`config.mk`:
```
export PLATFORM = sky130hd
export DESIGN_NAME = mem_bus_arbiter_flat
export DESIGN_NICKNAME = d
export VERILOG_FILES = /design/src/rtl/mem_bus_arbiter_if.sv /design/src/rtl/mem_bus_arbiter.sv /design/src/flat_wrapper.sv
export SDC_FILE = /design/constraint.sdc
export NUM_CORES = 1
export LEC_CHECK = 0
export BUFFER_PORTS_ARGS = -buffer_cell sky130_fd_sc_hd__buf_4
export CAP_MARGIN = 0
export CORE_MARGIN = 3
export CORE_UTILIZATION = 35
export CTS_BUF_LIST = sky130_fd_sc_hd__clkbuf_4 sky130_fd_sc_hd__clkbuf_8 sky130_fd_sc_hd__clkbuf_16
export DETAILED_ROUTE_END_ITERATION = 6
export HOLD_SLACK_MARGIN = 0.1
export PLACE_DENSITY = 0.75
export SETUP_SLACK_MARGIN = 0.4
export SYNTH_ARGS = -nofsm -noshare
export SYNTH_HDL_FRONTEND = slang
export SYNTH_SLANG_ARGS = --single-unit
```
`constraint.sdc`:
```
create_clock -name clk -period 3.1 [get_ports clk]
set_input_delay 0.775 -clock clk [delete_from_list [all_inputs] [get_ports clk]]
set_output_delay 0.775 -clock clk [all_outputs]
set_load 0.05 [all_outputs]
```
`src/rtl/mem_bus_arbiter_if.sv`:
```
// Bus bundle between the requesters, the arbiter and the memory macro.
// slave: the arbiter's view. master: the environment's view (requesters plus memory).
interface mem_bus_arbiter_if #(
  parameter int unsigned width    = 32,
  parameter int unsigned addrsize = 8,
  parameter int unsigned NREQ     = 2
);

  // Requester side
  logic [NREQ-1:0]          req;
  logic [NREQ-1:0]          req_we;
  logic [NREQ*addrsize-1:0] req_addr;
  logic [NREQ*width-1:0]    req_wdata;
  logic [NREQ-1:0]          gnt;
  logic [NREQ-1:0]          rvalid;
  logic [width-1:0]         rdata;

  // Memory side
  logic                     mem_en;
  logic                     mem_we;
  logic [addrsize-1:0]      mem_addr;
  logic [width-1:0]         mem_wdata;
  logic [width-1:0]         mem_rdata;

  modport slave (
    input  req, req_we, req_addr, req_wdata, mem_rdata,
    output gnt, rvalid, rdata, mem_en, mem_we, mem_addr, mem_wdata
  );

  modport master (
    output req, req_we, req_addr, req_wdata, mem_rdata,
    input  gnt, rvalid, rdata, mem_en, mem_we, mem_addr, mem_wdata
  );

endinterface

```
`src/rtl/mem_bus_arbiter.sv`:
```
// Round-robin arbiter sharing one single-port synchronous memory between NREQ requesters.
// An owner keeps the bus for up to MAX_BURST consecutive grants while others wait, and
// indefinitely when alone. Reads return on rvalid/rdata one cycle after the grant.
module mem_bus_arbiter #(
  parameter int unsigned width     = 32,
  parameter int unsigned addrsize  = 8,
  parameter int unsigned NREQ      = 2,
  parameter int unsigned MAX_BURST = 4
) (
  input logic              clk,
  input logic              rst,
  mem_bus_arbiter_if.slave bus
);

  localparam int unsigned IdxW  = (NREQ > 1) ? $clog2(NREQ) : 1;
  localparam int unsigned BeatW = 4;
  localparam logic [BeatW-1:0] MaxBeat = BeatW'(MAX_BURST);

  typedef enum logic [0:0] {StIdle, StOwn} state_e;

  state_e              state_q, state_d;
  logic [IdxW-1:0]     owner_q, owner_d;
  logic [IdxW-1:0]     last_q, last_d;
  logic [BeatW-1:0]    beat_q, beat_d;
  logic [NREQ-1:0]     rvalid_q, rvalid_d;
  logic [width-1:0]    rdata_q, rdata_d;

  logic                gnt_any;
  logic [IdxW-1:0]     gnt_idx;
  logic [NREQ-1:0]     gnt;
  logic [NREQ-1:0]     others;
  logic [NREQ-1:0]     rvalid;
  logic                read_back;

  // First set bit of mask scanning upward from base+1, wrapping mod NREQ; base itself last.
  function automatic logic [IdxW-1:0] next_from(input logic [NREQ-1:0] mask,
                                                input logic [IdxW-1:0] base);
    logic [IdxW-1:0] sel;
    int              j;
    sel = '0;
    // Walk farthest offset first so the nearest match overwrites it.
    for (int i = int'(NREQ); i >= 1; i--) begin
      j = (int'(base) + i) % int'(NREQ);
      if (mask[IdxW'(j)]) sel = IdxW'(j);
    end
    return sel;
  endfunction

  // Arbitration: pick this cycle's grant and the next owner/priority/burst state.
  always_comb begin
    state_d = state_q;
    owner_d = owner_q;
    last_d  = last_q;
    beat_d  = beat_q;
    gnt_any = 1'b0;
    gnt_idx = owner_q;
    others  = bus.req & ~(NREQ'(1) << owner_q);

    if (!rst) begin
      case (state_q)
        StIdle: begin
          if (|bus.req) begin
            gnt_any = 1'b1;
            gnt_idx = next_from(bus.req, last_q);
            owner_d = gnt_idx;
            beat_d  = BeatW'(1);
            state_d = StOwn;
          end
        end
        StOwn: begin
          if (bus.req[owner_q] && ((beat_q < MaxBeat) || (others == '0))) begin
            gnt_any = 1'b1;
            gnt_idx = owner_q;
            if (beat_q < MaxBeat) beat_d = beat_q + BeatW'(1);
          end else if (|others) begin
            // Burst exhausted or owner released: hand over without an idle cycle.
            gnt_any = 1'b1;
            gnt_idx = next_from(others, owner_q);
            last_d  = owner_q;
            owner_d = gnt_idx;
            beat_d  = BeatW'(1);
          end else begin
            last_d  = owner_q;
            state_d = StIdle;
          end
        end
        default: state_d = StIdle;
      endcase
    end
  end

  // Grant decode, memory-side mux and read-return bookkeeping.
  always_comb begin
    gnt           = gnt_any ? (NREQ'(1) << gnt_idx) : '0;
    bus.mem_en    = gnt_any;
    bus.mem_we    = gnt_any & bus.req_we[gnt_idx];
    bus.mem_addr  = gnt_any ? bus.req_addr[gnt_idx*addrsize +: addrsize] : '0;
    bus.mem_wdata = gnt_any ? bus.req_wdata[gnt_idx*width +: width] : '0;
    rvalid_d      = (gnt_any && !bus.req_we[gnt_idx]) ? gnt : '0;
    // A reset arriving while a read is in flight kills its return immediately.
    rvalid        = rvalid_q & {NREQ{~rst}};
    read_back     = |rvalid;
    rdata_d       = read_back ? bus.mem_rdata : rdata_q;
    bus.rdata     = read_back ? bus.mem_rdata : rdata_q;
  end

  assign bus.gnt    = gnt;
  assign bus.rvalid = rvalid;

  // State registers; priority restarts at requester 0 after reset.
  always_ff @(posedge clk) begin
    if (rst) begin
      state_q  <= StIdle;
      owner_q  <= '0;
      last_q   <= IdxW'(NREQ - 1);
      beat_q   <= '0;
      rvalid_q <= '0;
      rdata_q  <= '0;
    end else begin
      state_q  <= state_d;
      owner_q  <= owner_d;
      last_q   <= last_d;
      beat_q   <= beat_d;
      rvalid_q <= rvalid_d;
      rdata_q  <= rdata_d;
    end
  end

endmodule

```
`src/flat_wrapper.sv`:
```
// flat-port wrapper written by rule: the top's interface ports become plain ports
module mem_bus_arbiter_flat 
#(
  parameter int unsigned width     = 32,
  parameter int unsigned addrsize  = 8,
  parameter int unsigned NREQ      = 2,
  parameter int unsigned MAX_BURST = 4
)
  (clk, rst, bus_req, bus_req_we, bus_req_addr, bus_req_wdata, bus_mem_rdata, bus_gnt, bus_rvalid, bus_rdata, bus_mem_en, bus_mem_we, bus_mem_addr, bus_mem_wdata);
  mem_bus_arbiter_if #(.width(width), .addrsize(addrsize), .NREQ(NREQ)) bus_i ();
  input logic clk;
  input logic rst;
  input wire logic [$bits(bus_i.req)-1:0] bus_req;
  input wire logic [$bits(bus_i.req_we)-1:0] bus_req_we;
  input wire logic [$bits(bus_i.req_addr)-1:0] bus_req_addr;
  input wire logic [$bits(bus_i.req_wdata)-1:0] bus_req_wdata;
  input wire logic [$bits(bus_i.mem_rdata)-1:0] bus_mem_rdata;
  output wire logic [$bits(bus_i.gnt)-1:0] bus_gnt;
  output wire logic [$bits(bus_i.rvalid)-1:0] bus_rvalid;
  output wire logic [$bits(bus_i.rdata)-1:0] bus_rdata;
  output wire logic [$bits(bus_i.mem_en)-1:0] bus_mem_en;
  output wire logic [$bits(bus_i.mem_we)-1:0] bus_mem_we;
  output wire logic [$bits(bus_i.mem_addr)-1:0] bus_mem_addr;
  output wire logic [$bits(bus_i.mem_wdata)-1:0] bus_mem_wdata;
  assign bus_i.req = bus_req;
  assign bus_i.req_we = bus_req_we;
  assign bus_i.req_addr = bus_req_addr;
  assign bus_i.req_wdata = bus_req_wdata;
  assign bus_i.mem_rdata = bus_mem_rdata;
  assign bus_gnt = bus_i.gnt;
  assign bus_rvalid = bus_i.rvalid;
  assign bus_rdata = bus_i.rdata;
  assign bus_mem_en = bus_i.mem_en;
  assign bus_mem_we = bus_i.mem_we;
  assign bus_mem_addr = bus_i.mem_addr;
  assign bus_mem_wdata = bus_i.mem_wdata;
  mem_bus_arbiter #(.width(width), .addrsize(addrsize), .NREQ(NREQ), .MAX_BURST(MAX_BURST)) u_core (.clk(clk), .rst(rst), .bus(bus_i));
endmodule
```
==> results.txt <==
The flow ran to the end, and the final reports show no timing, DRC or antenna violations. The number of design rule violations left after detail routing came out at 0. The total clock buffers created by CTS came out at 5. In the final layout, the share of cells above drive strength 1 is 0.739. The initial utilization of the core area, before any placement, comes to 0.371.

The setup clock skew after layout came out at approximately 0.0087 ns. The post-synthesis instance area is between 2000 and 2500 um^2. The synthesized design contains about 40 register bits. The proportion of register bits with asynchronous set or reset after synthesis came out at 0. TritonCTS built the clock tree. The sequential element share of the synthesized area is 0.365.

The initial antenna violation count came to 0. The H-tree depth is 2. Input and output buffers added on the ports amount to around 200. Of the total power, the share spent switching nets is 0.341. The number of nets handed over by synthesis was 342. The insertion delay to the later sink of the worst-skew pair came out at 0.30 ns. The count of standard-cell rows is 28. The standby leakage power is ~0.0025 uW. The pin count of the biggest net entering global routing is 24. In this run, distinct cell masters in the synthesized netlist total 36. The first TritonRoute pass finished after 4 iterations.

The most frequent cell on the critical path is sky130_fd_sc_hd__buf_8. The clock edge transition at the registers on the reported setup and hold paths came out at 0.08 ns. The count of nets left with antenna violations after detail routing came out at 0. The worst setup path is captured at an output pin. The largest buffer count on any clock path is 2.

After detailed routing, the number of vias per cell comes to roughly 5.4. The total number of clock tree sinks came out at roughly 40. The cell sitting at the root of the clock tree is a sky130_fd_sc_hd__clkbuf_8. After the last flow step, the layout net total stands at around 570. The cell family with the largest share of critical-path delay is buffers and inverters.

The slowest stage of the critical path is the sky130_fd_sc_hd__o211ai_1 cell. The max-slew violation total from the final report was 0. Setup total negative slack on the finished layout was measured at 0 ns.

Measured against its own limit, the worst slew margin works out to 0.681. The largest single stage delay on the critical path is approximately 0.30 ns. The vias after detailed routing is around 2,800.

Leaving out fill and tap cells, the most frequent cell in the layout is sky130_fd_sc_hd__buf_4. Routability-driven placement finished with a final weighted congestion of ~0.8. STA classifies the critical path startpoint as an input pin.

The die covers about 7400 um^2. STA puts the critical path data required time at 2.32 ns. The minimum period implied by the final worst setup slack is a little over 3 ns. The die height is approximately 86 um. The top cell type's share of synthesized area is 0.365.

The half-perimeter wire length after detailed placement is around 6500 um. The clock network power share is 0.245. The synthesized netlist cell count came out at between 200 and 250. sky130_fd_sc_hd__dfxtp_1 takes more of the synthesized area than any other cell. The final standard cell utilization of the core came out at 0.864. Counting tap cells, the placed design contains a total of approximately 490 instances. Yosys attributes the largest share of cell area to sky130_fd_sc_hd__dfxtp_1 37%, sky130_fd_sc_hd__mux2_2 17%, sky130_fd_sc_hd__a22o_1 16%, sky130_fd_sc_hd__nor2b_1 9.5%, sky130_fd_sc_hd__buf_2 2.7%. The placeable core region is 6060 um^2. The internal portion of the total power is 1240 uW. The number of max-cap violations is 0.

The sum of buffers and inverters on the critical path is 6. Among all flip-flop cells after synthesis, the most frequent one is sky130_fd_sc_hd__dfxtp_1. The post-route non-filler standard cell count came out at 523.

The floorplan die width is approximately 86 um. The part of the total power dissipated in sequential elements came out at 0.297. The combinational fraction of design power is 0.458. The transition time at the pin with the least slew margin is between 0.4 and 0.5 ns.

The final setup violation count came out at 0. The area growth from synthesis to layout came out at 133%. Setup repair after global routing could not meet its margin everywhere. The total grt overflow came out at 0. The global routing usage summed across all routing layers came out at 0.269. The design draws about 1900 uW. The number of global-route vias before repair is about 2,900. The number of hold violations in the final report is 0.

The critical path goes through buf_8 -> buf_8 -> o211ai_1 -> a221oi_4 -> buf_4 -> buf_6 -> clkbuf_16 -> a22o_4 -> buf_8. The top cell types in the final layout, fill and taps aside, are 150 x sky130_fd_sc_hd__buf_4, 41 x sky130_fd_sc_hd__dfxtp_1, 40 x sky130_fd_sc_hd__a22o_4, 38 x sky130_fd_sc_hd__buf_8, 34 x sky130_fd_sc_hd__nor2b_1. Yosys mapped a number of flops with a built-in enable equal to 0.

The number of diodes added for antenna fixing came out at 0. The switching power total came out at ~640 uW. Of the available clock period, the critical path in the final layout requires 0.973. During synthesis, Yosys emitted a total of 0 warnings. The count of boundary I/O pins came out at ~200.

The ratio of total power to cell area is around 360 nW/um^2. Dividing the synthesized area by the synthesized cell count gives between 10 and 15 um^2. VDD sags by at most around 330 uV.

Of all nets on the critical path, the largest fanout is 11. The count of hold buffers inserted by post-cts repair is 0. Timing would allow up to 0.332 GHz. The routed length per placed instance is approximately 22 um.

After detailed routing, the total wire length is 11,700 um. In this run, the number of DRC markers left after iteration 0 of detailed routing was about 130. The worst hold path belongs to the class reg -> reg. The first global-routing pass estimated between 15,000 and 20,000 um of wire.

The worst endpoint data arrival time is ~2.2 ns. The worst setup path is of the in -> out kind.
-- metrics by stage --
stage	hold slack, ns	area [um^2]	setup slack (ns)
2_1_floorplan	0.449	2610	0.243
3_3_place_gp	0.465	4200	0.0485
3_5_place_dp	0.476	4200	0.0336
4_1_cts	0.482	4970	0.121
5_1_grt	0.542	5240	0.0363
6_report	0.487	5240	0.0842
-- worst min-delay path, stage by stage, from the launching register on --
cell and delay (ns):
sky130_fd_sc_hd__dfxtp_1 0.34, sky130_fd_sc_hd__nand2_1 0.06, sky130_fd_sc_hd__a21oi_1 0.05
-- power by group through the flow --
| stage | clock network (uW) | logic, uW | registers [uW] |
|---|---|---|---|
| floorplan | 0 | 435 | 564 |
| global placement | 0 | 684 | 567 |
| detailed placement | 0 | 690 | 568 |
| CTS | 462 | 797 | 556 |
| global route | 487 | 888 | 559 |
| finish | 460 | 859 | 557 |
-- cell type report --
type,instances,area [um^2]
repair buffers,238,2480
flip-flops and latches,41,821
clock inverters,1,30.0
fillers,272,826
inverters,4,15.0
multi-input cells,157,1710
clock buffers,7,90.1
well taps,75,93.8
-- cells by family after synthesis --
| logic type | synth area share |
|---|---|
| AOI/OAI and AO/OA | 0.263 |
| muxes | 0.170 |
| DFF | 0.365 |
| adders and majority gates | 0.00557 |
| and+or+nand+nor | 0.134 |
| buffers and inverters | 0.0618 |
-- sequential cells by signal (all words and copies together) (netlist names) --
register         cells
u_core.rdata_q      32
u_core.beat_q        4
u_core.rvalid_q      2
u_core.last_q        1
u_core.owner_q       1
u_core.state_q       1
-- synthesized netlist by cell type (all sizes together), types with 2 or more instances --
cell type and n:
clkbuf 5, mux2 33, buf 16, a21oi 4, a31o 2, nor2 6, o21ai 4, dfxtp 41
and3 3, a31oi 3, a22o 40, inv 4, o21bai 2, nor2b 34, a311o 2, nand2 2
o211ai 3, a21o 2
-- per-layer routing --
layer | GRT usage | vias up | part of all wire
li1 | - | 1283 | -
met1 | 0.262 | 1314 | 0.32
met2 | 0.500 | 191 | 0.53
met3 | 0.109 | 37 | 0.11
met4 | 0.111 | 0 | 0.042
met5 | 0 | - | 0
-- worst paths after layout --
path              slack [ns]                           from                            end  cells past startpoint
setup / recovery        0.08                     bus_req[0]              bus_mem_wdata[18]                      9
hold / removal          0.49  u_core.beat_q[1]$_SDFFE_PP0P_  u_core.beat_q[1]$_SDFFE_PP0P_                      2
setup reg to reg        1.23         u_core.state_q$_DFF_P_  u_core.rvalid_q[1]$_SDFF_PP0_                      7
hold reg to reg         0.49  u_core.beat_q[1]$_SDFFE_PP0P_  u_core.beat_q[1]$_SDFFE_PP0P_                      2
-- timing repair --
action,4_1_cts,5_1_grt
setup buffers,12,7
resized for setup,106,27
setup endpoints to repair,74,67
gates cloned,6,5
pin swaps,6,7
(Power assumes the default switching activity.)
